File: src/rtl/ps2_event_fifo.sv
// PS/2 Set-2 byte stream to key-event converter: prefix decoding, typematic
// suppression against the held key, and a small show-ahead event FIFO.
//
// state    | meaning
// ---------+--------------------------------------------
// IDLE     | no prefix pending
// GOT_E0   | E0 seen, next code is an extended make
// GOT_F0   | F0 seen, next code is a plain break
// GOT_E0F0 | E0 F0 seen, next code is an extended break
module ps2_event_fifo #(
   parameter int FIFO_DEPTH = 4,
   parameter int ADDR_W     = 2
) (
   input  logic       clk,
   input  logic       reset,
   input  logic       flag,
   input  logic [7:0] scancode,
   input  logic       rd_en,
   output logic       ev_valid,
   output logic [7:0] ev_code,
   output logic       ev_ext,
   output logic       ev_break,
   output logic       key_down,
   output logic [7:0] held_code,
   output logic       overflow
);

   typedef enum logic [1:0] {IDLE, GOT_E0, GOT_F0, GOT_E0F0} state_t;

   localparam logic [ADDR_W:0] FULL_CNT = (ADDR_W + 1)'(FIFO_DEPTH);

   state_t            state, state_nxt;
   logic              gen, gen_ext, gen_brk;
   logic              discard, is_e0, is_f0;
   logic              hv, hext;
   logic [7:0]        hcode;
   logic              match, push, do_pop, full, accept;
   logic [ADDR_W-1:0] wr_ptr, rd_ptr;
   logic [ADDR_W:0]   count;
   logic [9:0]        mem [FIFO_DEPTH];
   logic [9:0]        head;

   always_comb begin
      discard = 1'b0;
      case (scancode)
         8'h00, 8'hAA, 8'hEE, 8'hFA, 8'hFC, 8'hFD, 8'hFE, 8'hFF: discard = 1'b1;
         default: discard = 1'b0;
      endcase
   end

   assign is_e0 = (scancode == 8'hE0);
   assign is_f0 = (scancode == 8'hF0);

   always_comb begin
      state_nxt = state;
      gen       = 1'b0;
      gen_ext   = 1'b0;
      gen_brk   = 1'b0;
      if (flag) begin
         if (discard) begin
            state_nxt = IDLE;
         end else begin
            case (state)
               IDLE: begin
                  if (is_e0)      state_nxt = GOT_E0;
                  else if (is_f0) state_nxt = GOT_F0;
                  else            gen = 1'b1;
               end
               GOT_E0: begin
                  if (is_f0)      state_nxt = GOT_E0F0;
                  else if (is_e0) state_nxt = GOT_E0;
                  else begin
                     gen       = 1'b1;
                     gen_ext   = 1'b1;
                     state_nxt = IDLE;
                  end
               end
               GOT_F0: begin
                  if (is_f0)      state_nxt = GOT_F0;
                  else if (is_e0) state_nxt = GOT_E0;
                  else begin
                     gen       = 1'b1;
                     gen_brk   = 1'b1;
                     state_nxt = IDLE;
                  end
               end
               GOT_E0F0: begin
                  state_nxt = IDLE;
                  if (!is_e0 && !is_f0) begin
                     gen     = 1'b1;
                     gen_ext = 1'b1;
                     gen_brk = 1'b1;
                  end
               end
               default: state_nxt = IDLE;
            endcase
         end
      end
   end

   always_ff @(posedge clk or negedge reset) begin
      if (!reset) state <= IDLE;
      else        state <= state_nxt;
   end

   // Repeated makes of the held key are typematic and never reach the FIFO.
   assign match  = hv && (hext == gen_ext) && (hcode == scancode);
   assign push   = gen && (gen_brk || !match);
   assign full   = (count == FULL_CNT);
   assign do_pop = rd_en && (count != '0);
   assign accept = push && (!full || do_pop);

   always_ff @(posedge clk or negedge reset) begin
      if (!reset) begin
         hv    <= 1'b0;
         hext  <= 1'b0;
         hcode <= 8'h00;
      end else if (gen) begin
         if (!gen_brk && !match) begin
            hv    <= 1'b1;
            hext  <= gen_ext;
            hcode <= scancode;
         end else if (gen_brk && match) begin
            hv    <= 1'b0;
            hext  <= 1'b0;
            hcode <= 8'h00;
         end
      end
   end

   always_ff @(posedge clk) begin
      if (accept) mem[wr_ptr] <= {gen_ext, gen_brk, scancode};
   end

   always_ff @(posedge clk or negedge reset) begin
      if (!reset) begin
         wr_ptr   <= '0;
         rd_ptr   <= '0;
         count    <= '0;
         overflow <= 1'b0;
      end else begin
         if (accept) wr_ptr <= wr_ptr + 1'b1;
         if (do_pop) rd_ptr <= rd_ptr + 1'b1;
         if (accept && !do_pop)      count <= count + 1'b1;
         else if (!accept && do_pop) count <= count - 1'b1;
         if (push && !accept) overflow <= 1'b1;
      end
   end

   assign head      = mem[rd_ptr];
   assign ev_valid  = (count != '0);
   assign ev_ext    = head[9];
   assign ev_break  = head[8];
   assign ev_code   = head[7:0];
   assign key_down  = hv;
   assign held_code = hcode;

endmodule

File: config.mk
export PLATFORM = sky130hd
export DESIGN_NAME = ps2_event_fifo
export DESIGN_NICKNAME = d
export VERILOG_FILES = /design/src/rtl/ps2_event_fifo.sv
export SDC_FILE = /design/constraint.sdc
export NUM_CORES = 1
export LEC_CHECK = 0
export ABC_AREA = 1
export CAP_MARGIN = 20
export CORE_MARGIN = 5
export CORE_UTILIZATION = 45
export DETAILED_ROUTE_END_ITERATION = 8
export DONT_BUFFER_PORTS = 1
export PLACE_DENSITY = 0.71
export SYNTH_ARGS = -nofsm -noshare
export SYNTH_HDL_FRONTEND = slang
export SYNTH_SLANG_ARGS = --single-unit
export TNS_END_PERCENT = 5
File: constraint.sdc
create_clock -name clk -period 2.5 [get_ports clk]
set_input_delay 0.25 -clock clk [delete_from_list [all_inputs] [get_ports clk]]
set_output_delay 0.25 -clock clk [all_outputs]
set_load 0.01 [all_outputs]
* Word level (Yosys, flattened, before mapping)
Memories as Yosys holds them, arrays and structs flattened. Index checks and enable logic that the tools add are counted.
Word-level totals: bits in registers 20, memory bits (writable) 40, logic and storage cells 89, memories kept 1
Cells by class: $add $sub $neg 4, equal/unequal tests 16, multiplexer cells 31, reductions and logical operators 29
Memories:
- mem | words 4, bits a word 10, rd ports 1, clocked after Yosys merged registers in 0, wr ports 1, RTL line 40 | logic [9:0] mem [FIFO_DEPTH];
Operators by type and width (count):
- 8-bit equality test (second input constant) | 9
- 1-bit two-way mux | 18
- 8-bit two-way mux | 2
- 1-bit logical AND | 11
- 2-bit two-way mux | 5
- 8-bit equality test | 1
- 8-bit logical NOT | 1
- 2-bit case mux with 4 select lines | 1
- 8-bit OR reduction | 1
- 1-bit logical NOT | 7
- 3-bit two-way mux | 2
- 2-bit by 1-bit adder with 2-bit output (second input constant) | 2
- 2-bit equality test (second input constant) | 2
- 4-bit != test (second input constant) | 1
- 1-bit case mux with 2 select lines | 2
- 2-bit AND reduction | 2
- 2-bit nonzero test | 2
- 3-bit by 1-bit adder with 3-bit output (second input constant) | 1
- 3-bit equality test (second input constant) | 1
- 1-bit case mux with 3 select lines | 1
- 3-bit nonzero test | 1
- 3-bit by 1-bit subtractor with 3-bit output (second input constant) | 1
- 2-bit by 1-bit equality test with 1-bit output (second input constant) | 1
- 2-bit logical NOT | 1
- 3 further kinds | 4

* Logic depth before layout (Yosys ltp)
Gate-level depths: netlist (run 1).
depth in word-level cells 18, depth in mapped cells 21

* Least setup slack after synthesis (run 1)
OpenSTA, ideal clock, no wires.
path type in2reg, start point input port scancode[6], end point register count[2], library setup time 0.131 ns, arrival time 2.564 ns, setup slack -0.195 ns, stages 19, path through buf_6 nand2_1 nor2_1 nand2_1 nand3_1 nor2_1 nand3_1 nor2_1 nor2_1 ha_1 inv_1 nand4_1 inv_1 ha_1 inv_1 fa_1 a21oi_1 o21ai_0 xor2_1
Between the ends: longest elaborated chain between the ends 17, elaborated cells between the ends (all ways) 42
RTL lines:
- start, declared | RTL line 17 | input logic [7:0] scancode,
- 8-bit equality test (on tied branches) | RTL line 51, 52
- 1-bit logical NOT | RTL line 89 | if (!is_e0 && !is_f0) begin
- 1-bit logical AND | RTL line 89
- 1-bit two-way mux | RTL line 89
- 1-bit case mux with 2 select lines | RTL line 63 | case (state)
- 1-bit two-way mux | RTL line 60 | if (discard) begin
- 1-bit two-way mux | RTL line 59 | if (flag) begin
- 1-bit equality test | RTL line 107 | assign match = hv && (hext == gen_ext) && (hcode == scancode);
- 1-bit logical AND (2 in a row) | RTL line 107
- 1-bit logical NOT | RTL line 108 | assign push = gen && (gen_brk || !match);
- 1-bit logical OR | RTL line 108
- 1-bit logical AND * | RTL line 108
- 1-bit logical AND * | RTL line 111 | assign accept = push && (!full || do_pop);
- net accept | RTL line 37 | logic match, push, do_pop, full, accept;
- 1-bit logical NOT | RTL line 145 | else if (!accept && do_pop) count <= count - 1'b1;
- 1-bit logical AND | RTL line 145
- 2-bit nonzero test (no line)
- end signal, assigned | RTL line 144 | if (accept && !do_pop) count <= count + 1'b1;
- end signal, assigned | RTL line 145
- end, declared | RTL line 39 | logic [ADDR_W:0] count;
The timed path passes the listed nets; every way through them passes the cells marked *. A chain may end at the register's enable or synchronous reset.

* Final worst setup path (run 1)
start point register hcode[6] (netlist: held_code[6]), end point register count[1]
Between the ends: longest elaborated chain between the ends 9, elaborated cells between the ends (all ways) 11
RTL lines:
- start, declared | RTL line 36 | logic [7:0] hcode;
- start signal, assigned | RTL line 122 | hcode <= scancode;
- 8-bit equality test * | RTL line 107
- 1-bit logical AND * | RTL line 107
- 1-bit logical NOT * | RTL line 108
- 1-bit logical OR * | RTL line 108
- 1-bit logical AND * | RTL line 108
- 1-bit logical AND * | RTL line 111
- net accept | RTL line 37
- 1-bit logical NOT | RTL line 145
- 1-bit logical AND | RTL line 145
- 2-bit nonzero test (no line)
Marked as above.

==> results of run 1 <==
per-stage QoR:
step	cells	total power [W]	setup WS, ns
after CTS	417	0.00349	-0.0516
after global routing	418	0.00373	-0.168
after detailed placement	391	0.00268	-0.0684
final	418	0.00347	-0.00290
after floorplan	296	0.00231	-0.0730
after global placement	391	0.00262	-0.0266
metal layers:
| layer | GRT usage (%) | vias to the layer above |
|---|---|---|
| met2 | 26.1 | 47 |
| li1 | - | 1076 |
| met5 | 0 | - |
| met4 | 6.08 | 0 |
| met1 | 20.5 | 1028 |
| met3 | 5.83 | 11 |
area by class of cell:
class | count | area, um2
Clock buffer | 9 | 124
Clock inverter | 7 | 51.3
Fill cell | 584 | 2820
Inverter | 34 | 128
Multi-Input combinational cell | 194 | 1070
Sequential cell | 60 | 1700
Tap cell | 77 | 96.3
Timing Repair Buffer | 37 | 320
report_power, final:
| part | switching [W] | total, W | internal [W] |
|---|---|---|---|
| clock | 0.000415 | 0.000777 | 0.000361 |
| sequential | 0.000153 | 0.00148 | 0.00133 |
| combinational | 0.000762 | 0.00121 | 0.000452 |
| total | 0.00133 | 0.00347 | 0.00214 |
cell usage in the layout (no fill, tap or decap), drive strengths merged:
cell / synthesis / routed
clkinvlp: 0 / 2
clkbuf: 5 / 9
clkinv: 1 / 5
dlygate4sd3: 0 / 9
o21bai: 1 / 1
nand4: 7 / 7
a21oi: 5 / 5
mux2: 1 / 1
xor2: 3 / 3
edfxtp: 40 / 40
nor2: 48 / 48
ha: 7 / 7
o31ai: 1 / 1
dfrtp: 20 / 20
buf: 3 / 28
xnor2: 3 / 3
nor3: 2 / 2
fa: 1 / 1
o22ai: 12 / 12
nand3: 9 / 9
nand2: 61 / 61
inv: 33 / 34
o21ai: 32 / 32
o2111ai: 1 / 1
sequential cells by signal (all words and copies together) (netlist names):
| name | cells |
|---|---|
| mem | 40 |
| held_code | 8 |
| count | 3 |
| rd_ptr | 2 |
| state | 2 |
| wr_ptr | 2 |
| hext | 1 |
| key_down | 1 |
| overflow | 1 |
cells by family after synthesis:
logic type / synth area share [%]
mux: 0.386
simple gates: 19.0
fa+ha+maj: 3.69
buf+inv: 5.93
compound gates: 10.8
xor+xnor: 1.80
flops: 58.4
path summary, 6_finish.rpt:
kind / cells past startpoint / endpoint
min reg2reg: 2 / hext
min in group asynchronous: 1 / state[0]
max: 14 / count[1]
min: 2 / held_code[7]
max in group asynchronous: 2 / count[2]
max reg2reg: 14 / count[1]
what timing repair did:
item,CTS,global route
buffers inserted,1,0
pin swaps,2,1
hold buffers,9,0
hold endpoints to repair,52,0
endpoints found under the setup margin,1,2
gates resized for setup,1,3
==> flow_summary.json, run 1 <==
{
  "drt_iter0_markers": 109,
  "setup_viol_count_final": 1,
  "syn-num-nets": 316,
  "clock_latency_ns": 0.35,
  "critical_path.top_delay_family": "adder cells",
  "yosysMostFrequentCell": "nand2_1",
  "area_growth_pct": 19.8,
  "cp.arrival_ns": 2.74,
  "clk_pin_slew_ns": 0.07,
  "utilization_pct": 55.3,
  "worstSetupPathType": "register to register",
  "synth_area_per_cell_um2": 9.84,
  "critPathBufInv": 3,
  "die_y_um": 90.5,
  "yosysWarningCount": 0,
  "syn_inst": 296,
  "via_count": 2162,
  "fin_setup_tns_ns": -0.00290,
  "place_area_um2": 3180,
  "violations": "setup timing",
  "coreArea_um2": 6310,
  "postRouteAntennaNets": 0,
  "routedWlPerCell_um": 15.3,
  "first_pass_iters": 5,
  "dr_wl_met2_mm": 3.09,
  "path_cells": "xor2_1 -> nor3_2 -> nand3_1 -> nor2_2 -> nand2_1 -> nor2_1 -> ha_2 -> inv_2 -> nand4_1 -> inv_1 -> ha_2 -> inv_2 -> fa_2 -> mux2_4",
  "outcome": "complete, but fails checks",
  "tritoncts": "yes",
  "critPathSlowestCell": "fa_2",
  "htreeDepth": 3,
  "stdcell_area_um2": 3490,
  "drc": 0,
  "tightest_slew_ns": 0.624,
  "finalHoldViolations": 0,
  "rr_startpoint": "held_code[6]",
  "avgViaCountPerCell": 5.17,
  "cp.required_ns": 2.73,
  "routed_wl_mm": 6.41,
  "period_share_pct": 100,
  "grt_pass1_wl_mm": 10.7,
  "gp_congestion": 0.922,
  "rsz0062_at_grt": "true",
  "insertedDiodeCount": 0,
  "drv_cap": 0,
  "highest_layer": "met4",
  "place_hpwl_mm": 4.35,
  "startpoint": "held_code[6]",
  "finClkSkew_ns": 0.0120,
  "grt_usage_pct": 16.4,
  "numCtsBuffers": 9,
  "synth_common_cells": "nand2_1 (57), nor2_1 (44), edfxtp_1 (40), inv_1 (31), o21ai_0 (24)",
  "worstHoldStart": "scancode[7]",
  "crit_path_end_kind": "register",
  "port_buffers": 0,
  "start_util_pct": 46.2,
  "slew_headroom_pct": 58.4,
  "fmax_mhz": 400,
  "p_per_area_nw_per_um2": 995,
  "yosysSeqAreaShare_pct": 58.4,
  "ys_top_cells_by_area": "edfxtp_1 (41%), dfrtp_1 (17%), nand2_1 (7.3%)",
  "die_w_um": 90.5,
  "yosysTopAreaCell": "edfxtp_1",
  "dieArea_um2": 8180,
  "min_period_ns": 2.50,
  "post_synth_num_cell_types": 31,
  "grt-ovfl-total": 0,
  "async_flop_share_pct": 33.3,
  "p_leak_nw": 1.49,
  "clockBufferDepth": 2,
  "hold_path_class": "input port to register",
  "r2r_slack_ns": -0.003,
  "synth_top_area_share_pct": 41.2,
  "vdd_ir_drop_max_mv": 0.438,
  "grt_pass1_vias": 2238,
  "routed-wl-met3_um": 406,
  "root_buffer": "clkbuf_8",
  "worstPathMaxFanout": 3,
  "layout-drive-gt1-share_pct": 22.0,
  "synth_edf_count": 40,
  "synth_area_um2": 2910,
  "startpoint_type": "register",
  "synth-seq-cells": 60,
  "slew_violations": 0,
  "setup_slack_ns": -0.00290,
  "met1_length_mm": 2.82,
  "num_io_pins": 33,
  "numClockSinks": 60,
  "ys.flop_type": "edfxtp_1",
  "grt_antenna_before_repair": 0,
  "num_rows": 29,
  "holdWs_ns": 0.0422,
  "cp_slowest_stage_delay_ns": 0.42,
  "nets": 356,
  "grt_max_degree": 22
}
Power figures use the tool's default switching activity.
==> run 2: changes to the inputs <==
--- a/config.mk
+++ b/config.mk
@@ -11,7 +11,7 @@
 export CORE_UTILIZATION = 45
 export DETAILED_ROUTE_END_ITERATION = 8
 export DONT_BUFFER_PORTS = 1
-export PLACE_DENSITY = 0.71
+export PLACE_DENSITY = 0.69
 export SYNTH_ARGS = -nofsm -noshare
 export SYNTH_HDL_FRONTEND = slang
 export SYNTH_SLANG_ARGS = --single-unit
==> constraint.sdc (replaced) <==
create_clock -name clk -period 3.2 [get_ports clk]
set_input_delay 0.32 -clock clk [delete_from_list [all_inputs] [get_ports clk]]
set_output_delay 0.32 -clock clk [all_outputs]
set_load 0.01 [all_outputs]
==> run 2 against run 1 <==
Critical path depth grew 1. Die area is the same. Routed wire length decreased by 6.2%. Total power decreased by 25%. Largest power group unchanged. Via count decreased by 5.1%. Clock skew is 0.0019 ns lower. Largest cell class unchanged. Combinational power is 33% lower. The run now ends clean.
==> flow_summary.json, run 2 (same netlist as run 1, synthesis figures left out) <==
{
  "outcome": "completed",
  "dp.cells": 371,
  "insertedDiodeCount": 0,
  "ff_latch_area_um2": 1700,
  "dr_wl_met2_mm": 2.96,
  "cp_slowest_stage_delay_ns": 0.45,
  "utilization_pct": 50.6,
  "path_cells": "nand2_1 -> o21ai_0 -> nor3_1 -> nand3_1 -> nor2_1 -> nand2_1 -> nor2_1 -> ha_1 -> inv_1 -> nand4_1 -> inv_1 -> ha_1 -> inv_1 -> fa_1 -> mux2_2",
  "holdWs_ns": 0.0628,
  "cts-resized-gates": 0,
  "critPathBufInv": 3,
  "period_share_pct": 84.8,
  "fin_cells": 388,
  "root_buffer": "clkbuf_8",
  "critPathSlowestCell": "dfrtp_1",
  "routedWlPerCell_um": 15.5,
  "slew_violations": 0,
  "startpoint_type": "register",
  "via_count": 2051,
  "layout-drive-gt1-share_pct": 13.8,
  "num_io_pins": 33,
  "cp.required_ns": 3.43,
  "path_common_cell": "inv_1",
  "tightest_slew_ns": 0.952,
  "met1_length_mm": 2.70,
  "finClkSkew_ns": 0.0101,
  "nets": 326,
  "r2r_slack_ns": 0.49,
  "n_fill_cell": 580,
  "fmax_mhz": 369,
  "postRouteAntennaNets": 0,
  "numCtsBuffers": 9,
  "rr_startpoint": "held_code[5]",
  "drc": 0,
  "die_w_um": 90.5,
  "dieArea_um2": 8180,
  "multi_input_area_um2": 1040,
  "gp_congestion": 0.895,
  "cp.arrival_ns": 2.94,
  "layout_common_cells": "nand2_1 (57), nor2_1 (44), edfxtp_1 (40), inv_1 (31), o21ai_0 (24)",
  "worstHoldStart": "scancode[2]",
  "worstPathMaxFanout": 4,
  "reg2regPathDepth": 15,
  "numClockSinks": 60,
  "htreeDepth": 3,
  "num_rows": 29,
  "coreArea_um2": 6310,
  "top_register": "mem",
  "grt_usage_pct": 15.6,
  "first_pass_iters": 4,
  "fin_setup_tns_ns": 0,
  "grt_antenna_before_repair": 0,
  "vdd_ir_drop_max_mv": 0.374,
  "clock_latency_ns": 0.35,
  "rsz0062_at_grt": "false",
  "grt_max_degree": 22,
  "min_period_ns": 2.71,
  "port_buffers": 0,
  "largest_reg_flops": 40,
  "p_per_area_nw_per_um2": 816,
  "highest_layer": "met4",
  "slew_headroom_pct": 36.3,
  "worstHoldPathCells": 0,
  "avgViaCountPerCell": 5.29,
  "finalHoldViolations": 0,
  "final_common_cell": "nand2_1",
  "die_y_um": 90.5,
  "clk_pin_slew_ns": 0.08,
  "p_leak_nw": 1.34,
  "critical_path.top_delay_family": "simple AND/OR/NAND/NOR gates",
  "tritoncts": "yes",
  "drv_cap": 0,
  "start_util_pct": 46.2,
  "setup_viol_count_final": 0,
  "routed-wl-met3_um": 245,
  "grt_pass1_vias": 2040,
  "crit_path_end_kind": "register",
  "grt-ovfl-total": 0,
  "r2r-end": "count[1]",
  "clockBufferDepth": 2,
  "place_hpwl_mm": 4.16,
  "drt_iter0_markers": 117,
  "hold_path_class": "input port to register",
  "routed_wl_mm": 6.01,
  "min_to": "mem[1][2]",
  "grt_pass1_wl_mm": 10.1,
  "worstSetupPathType": "register to register",
  "area_growth_pct": 9.66
}
==> run 2: cell types whose count changed in the layout (fill, tap and decap cells not counted), sizes merged <==
| cell | change |
|---|---|
| buf | -22 |
| dlygate4sd3 | -8 |
==> run 2: through the flow <==
stage | total power, W | instance area [um2] | worst slack, ns
floorplan | 0.00180 | 2910 | 0.435
global placement | 0.00200 | 3010 | 0.447
detailed placement | 0.00203 | 3010 | 0.403
CTS | 0.00265 | 3200 | 0.441
global route | 0.00279 | 3200 | 0.268
finish | 0.00261 | 3200 | 0.487
==> run 2: worst max-delay path by stage <==
stage / start / to / cells past startpoint
floorplan: scancode[6] / count[2] / 19
global placement: scancode[0] / count[2] / 20
detailed placement: scancode[4] / count[2] / 19
CTS: held_code[5] / count[1] / 15
global route: held_code[7] / count[1] / 15
finish: held_code[5] / count[1] / 15
==> run 2: power by group <==
| group | total [W] | internal [W] | switching, W |
|---|---|---|---|
| Clock | 0.000610 | 0.000282 | 0.000327 |
| Sequential | 0.00119 | 0.00104 | 0.000157 |
| Combinational | 0.000805 | 0.000272 | 0.000533 |
==> run 2: routing by layer <==
| layer | vias up | global-route usage, % |
|---|---|---|
| met4 | 0 | 7.07 |
| met5 | - | 0 |
| met1 | 993 | 19.5 |
| met3 | 11 | 4.33 |
| met2 | 34 | 24.9 |
| li1 | 1013 | - |
==> run 2: timing repair <==
action                                 4_1_cts  5_1_grt
endpoints found under the hold margin       20        0
buffers inserted                             0        0
hold buffers                                 1        0
==> run 2: final cells by class <==
cell class	count	area share, %
inverter	34	3.99
tap	77	3.01
sequential	60	53.2
multi-input combinational	194	32.5
clock buffer	9	3.88
clock inverter	7	1.61
timing repair buffer	7	1.72
==> run 2: worst register-to-register path, stage by stage, from the launching register on <==
cell and delay [ns]:
dfrtp_1 0.45, nand2_1 0.10, o21ai_0 0.08, nor3_1 0.21, nand3_1 0.09, nor2_1 0.18
nand2_1 0.07, nor2_1 0.09, ha_1 0.14, inv_1 0.07, nand4_1 0.11, inv_1 0.05
ha_1 0.16, inv_1 0.09, fa_1 0.42, mux2_2 0.27
==> run 3: changes to the inputs <==
--- a/config.mk
+++ b/config.mk
@@ -11,7 +11,7 @@
 export CORE_UTILIZATION = 45
 export DETAILED_ROUTE_END_ITERATION = 8
 export DONT_BUFFER_PORTS = 1
-export PLACE_DENSITY = 0.69
+export PLACE_DENSITY = 0.71
 export SYNTH_ARGS = -nofsm -noshare
 export SYNTH_HDL_FRONTEND = slang
 export SYNTH_SLANG_ARGS = --single-unit
==> constraint.sdc (replaced) <==
create_clock -name clk -period 2.28 [get_ports clk]
set_input_delay 0.228 -clock clk [delete_from_list [all_inputs] [get_ports clk]]
set_output_delay 0.228 -clock clk [all_outputs]
set_load 0.01 [all_outputs]
==> run 3 against run 2 <==
The flow now finishes with violations (setup timing). Worst hold slack lost 0.035 ns. Total power is 55% higher. Clock skew is 0.0019 ns higher. Sequential power increased by 36%. Clock-buffer cell count stayed put. Setup slack got worse by 0.73 ns. Clock power increased by 70%. First-iteration DRC count fell by 4.3%. Critical endpoint unchanged.
==> flow_summary.json, run 3 (same netlist as run 1, synthesis figures left out) <==
{
  "dp.cells": 405,
  "r2r_slack_ns": -0.24,
  "postRouteAntennaNets": 0,
  "setup_slack_ns": -0.241,
  "rsz0062_at_grt": "true",
  "vdd_ir_drop_max_mv": 0.635,
  "period_share_pct": 111,
  "reg2regPathDepth": 15,
  "grt_usage_pct": 16.7,
  "top_register": "mem",
  "setup_viol_count_final": 2,
  "crit_path_end_kind": "register",
  "cp_slowest_stage_delay_ns": 0.42,
  "grt_pass1_vias": 2173,
  "fin_cells": 431,
  "grt-ovfl-total": 0,
  "htreeDepth": 3,
  "numClockSinks": 60,
  "tightest_slew_ns": 0.963,
  "nets": 369,
  "drc": 0,
  "dieArea_um2": 8180,
  "cp.required_ns": 2.50,
  "min_period_ns": 2.52,
  "routedWlPerCell_um": 15.3,
  "multi_input_area_um2": 1090,
  "grt_pass1_wl_mm": 10.8,
  "final_common_cell": "nand2_1",
  "fin_setup_tns_ns": -0.337,
  "p_leak_nw": 1.57,
  "via_count": 2230,
  "n_fill_cell": 565,
  "holdWs_ns": 0.0279,
  "violations": "setup timing",
  "critPathBufInv": 3,
  "num_io_pins": 33,
  "startpoint_type": "register",
  "drt_iter0_markers": 112,
  "largest_reg_flops": 40,
  "avgViaCountPerCell": 5.17,
  "startpoint": "held_code[5]",
  "slew_headroom_pct": 35.6,
  "grt_antenna_before_repair": 0,
  "clockBufferDepth": 2,
  "cp-endpoint": "count[1]",
  "worstPathMaxFanout": 2,
  "hold_path_class": "input port to register",
  "first_pass_iters": 4,
  "worstSetupPathType": "register to register",
  "finClkSkew_ns": 0.0120,
  "post-place-ws_ns": -0.235,
  "clock_latency_ns": 0.34,
  "tritoncts": "yes",
  "start_util_pct": 46.2,
  "numCtsBuffers": 9,
  "power_w": 0.00405,
  "place_hpwl_mm": 4.45,
  "ff_latch_area_um2": 1700,
  "r2r-end": "count[1]",
  "cp.arrival_ns": 2.74,
  "fmax_mhz": 397,
  "finalHoldViolations": 0,
  "routed_wl_mm": 6.61,
  "critPathSlowestCell": "fa_2",
  "critical_path.top_delay_family": "simple AND/OR/NAND/NOR gates",
  "outcome": "complete, but fails checks",
  "p_per_area_nw_per_um2": 1110,
  "root_buffer": "clkbuf_8",
  "grt_max_degree": 22,
  "area_growth_pct": 24.6,
  "num_rows": 29,
  "path_cells": "nand2_1 -> o21ai_1 -> nor3_1 -> nand3_1 -> nor2_2 -> nand2_1 -> nor2_1 -> ha_2 -> inv_2 -> nand4_1 -> inv_1 -> ha_2 -> inv_2 -> fa_2 -> mux2_2",
  "layout-drive-gt1-share_pct": 26.3,
  "drv_cap": 0,
  "port_buffers": 0,
  "gp_congestion": 0.839,
  "die_y_um": 90.5,
  "clk_pin_slew_ns": 0.08,
  "die_w_um": 90.5,
  "coreArea_um2": 6310,
  "slew_violations": 0,
  "layout_common_cells": "nand2_1 (55), nor2_1 (41), edfxtp_1 (40), buf_4 (40), inv_1 (29)",
  "rr_startpoint": "held_code[5]",
  "insertedDiodeCount": 0,
  "path_depth": 15
}
run 3: changes by cell type in the layout (fill, tap and decap cells not counted), sizes merged:
cell / before / now
inv: 34 / 33
dlygate4sd3: 1 / 9
buf: 6 / 41
bufinv: 0 / 2
clkinvlp: 2 / 1
run 3: worst reg2reg max path, stage by stage, from the launching register on:
cell and delay [ns]:
dfrtp_1 0.39, nand2_1 0.06, o21ai_1 0.06, nor3_1 0.21
nand3_1 0.11, nor2_2 0.14, nand2_1 0.07, nor2_1 0.10
ha_2 0.18, inv_2 0.04, nand4_1 0.09, inv_1 0.05
ha_2 0.16, inv_2 0.06, fa_2 0.42, mux2_2 0.26
run 3: area by class of cell:
class | instances | area share [%]
Timing Repair Buffer | 50 | 11.1
Clock inverter | 7 | 2.52
Tap cell | 77 | 2.65
Inverter | 34 | 3.51
Sequential cell | 60 | 46.9
Clock buffer | 9 | 3.41
Multi-Input combinational cell | 194 | 30.0
run 3: power by group:
| group | switching, W | internal [W] | total, W | leakage [nW] |
|---|---|---|---|---|
| Combinational | 0.000852 | 0.000526 | 0.00138 | 0.850 |
| Clock | 0.000432 | 0.000610 | 0.00104 | 0.109 |
| Sequential | 0.000169 | 0.00146 | 0.00162 | 0.612 |
| Total | 0.00145 | 0.00259 | 0.00405 | 1.57 |
run 3: worst min-delay path by stage:
| stage | from | end | slack [ns] | cells past startpoint |
|---|---|---|---|---|
| 2_1_floorplan | reset | count[0] | -0.07 | 0 |
| 3_3_place_gp | reset | key_down | -0.07 | 0 |
| 3_5_place_dp | reset | held_code[7] | -0.07 | 0 |
| 4_1_cts | scancode[2] | held_code[2] | 0.02 | 2 |
| 5_1_grt | scancode[2] | held_code[2] | 0.03 | 2 |
| 6_report | flag | state[0] | 0.03 | 2 |
run 3: metal layers:
layer	vias up	wire [um]	GRT usage, %
li1	1103	-	-
met1	1040	2800	21.5
met2	76	3190	26.7
met3	11	516	4.50
met4	0	110	6.45
met5	-	0	0
run 3: repair_timing:
item                                    4_1_cts  5_1_grt
buffers inserted                              0        1
endpoints found under the setup margin        2       42
endpoints found under the hold margin        52        0
hold buffers                                  9        0
resized for setup                             1        9
pin swaps                                     1        7
run 3: metrics by stage:
step                utilization, %  area (um2)
floorplan                        -        2940
global placement              52.1        3290
detailed placement            52.1        3290
CTS                           57.0        3600
global route                  57.5        3630
finish                        57.5        3630
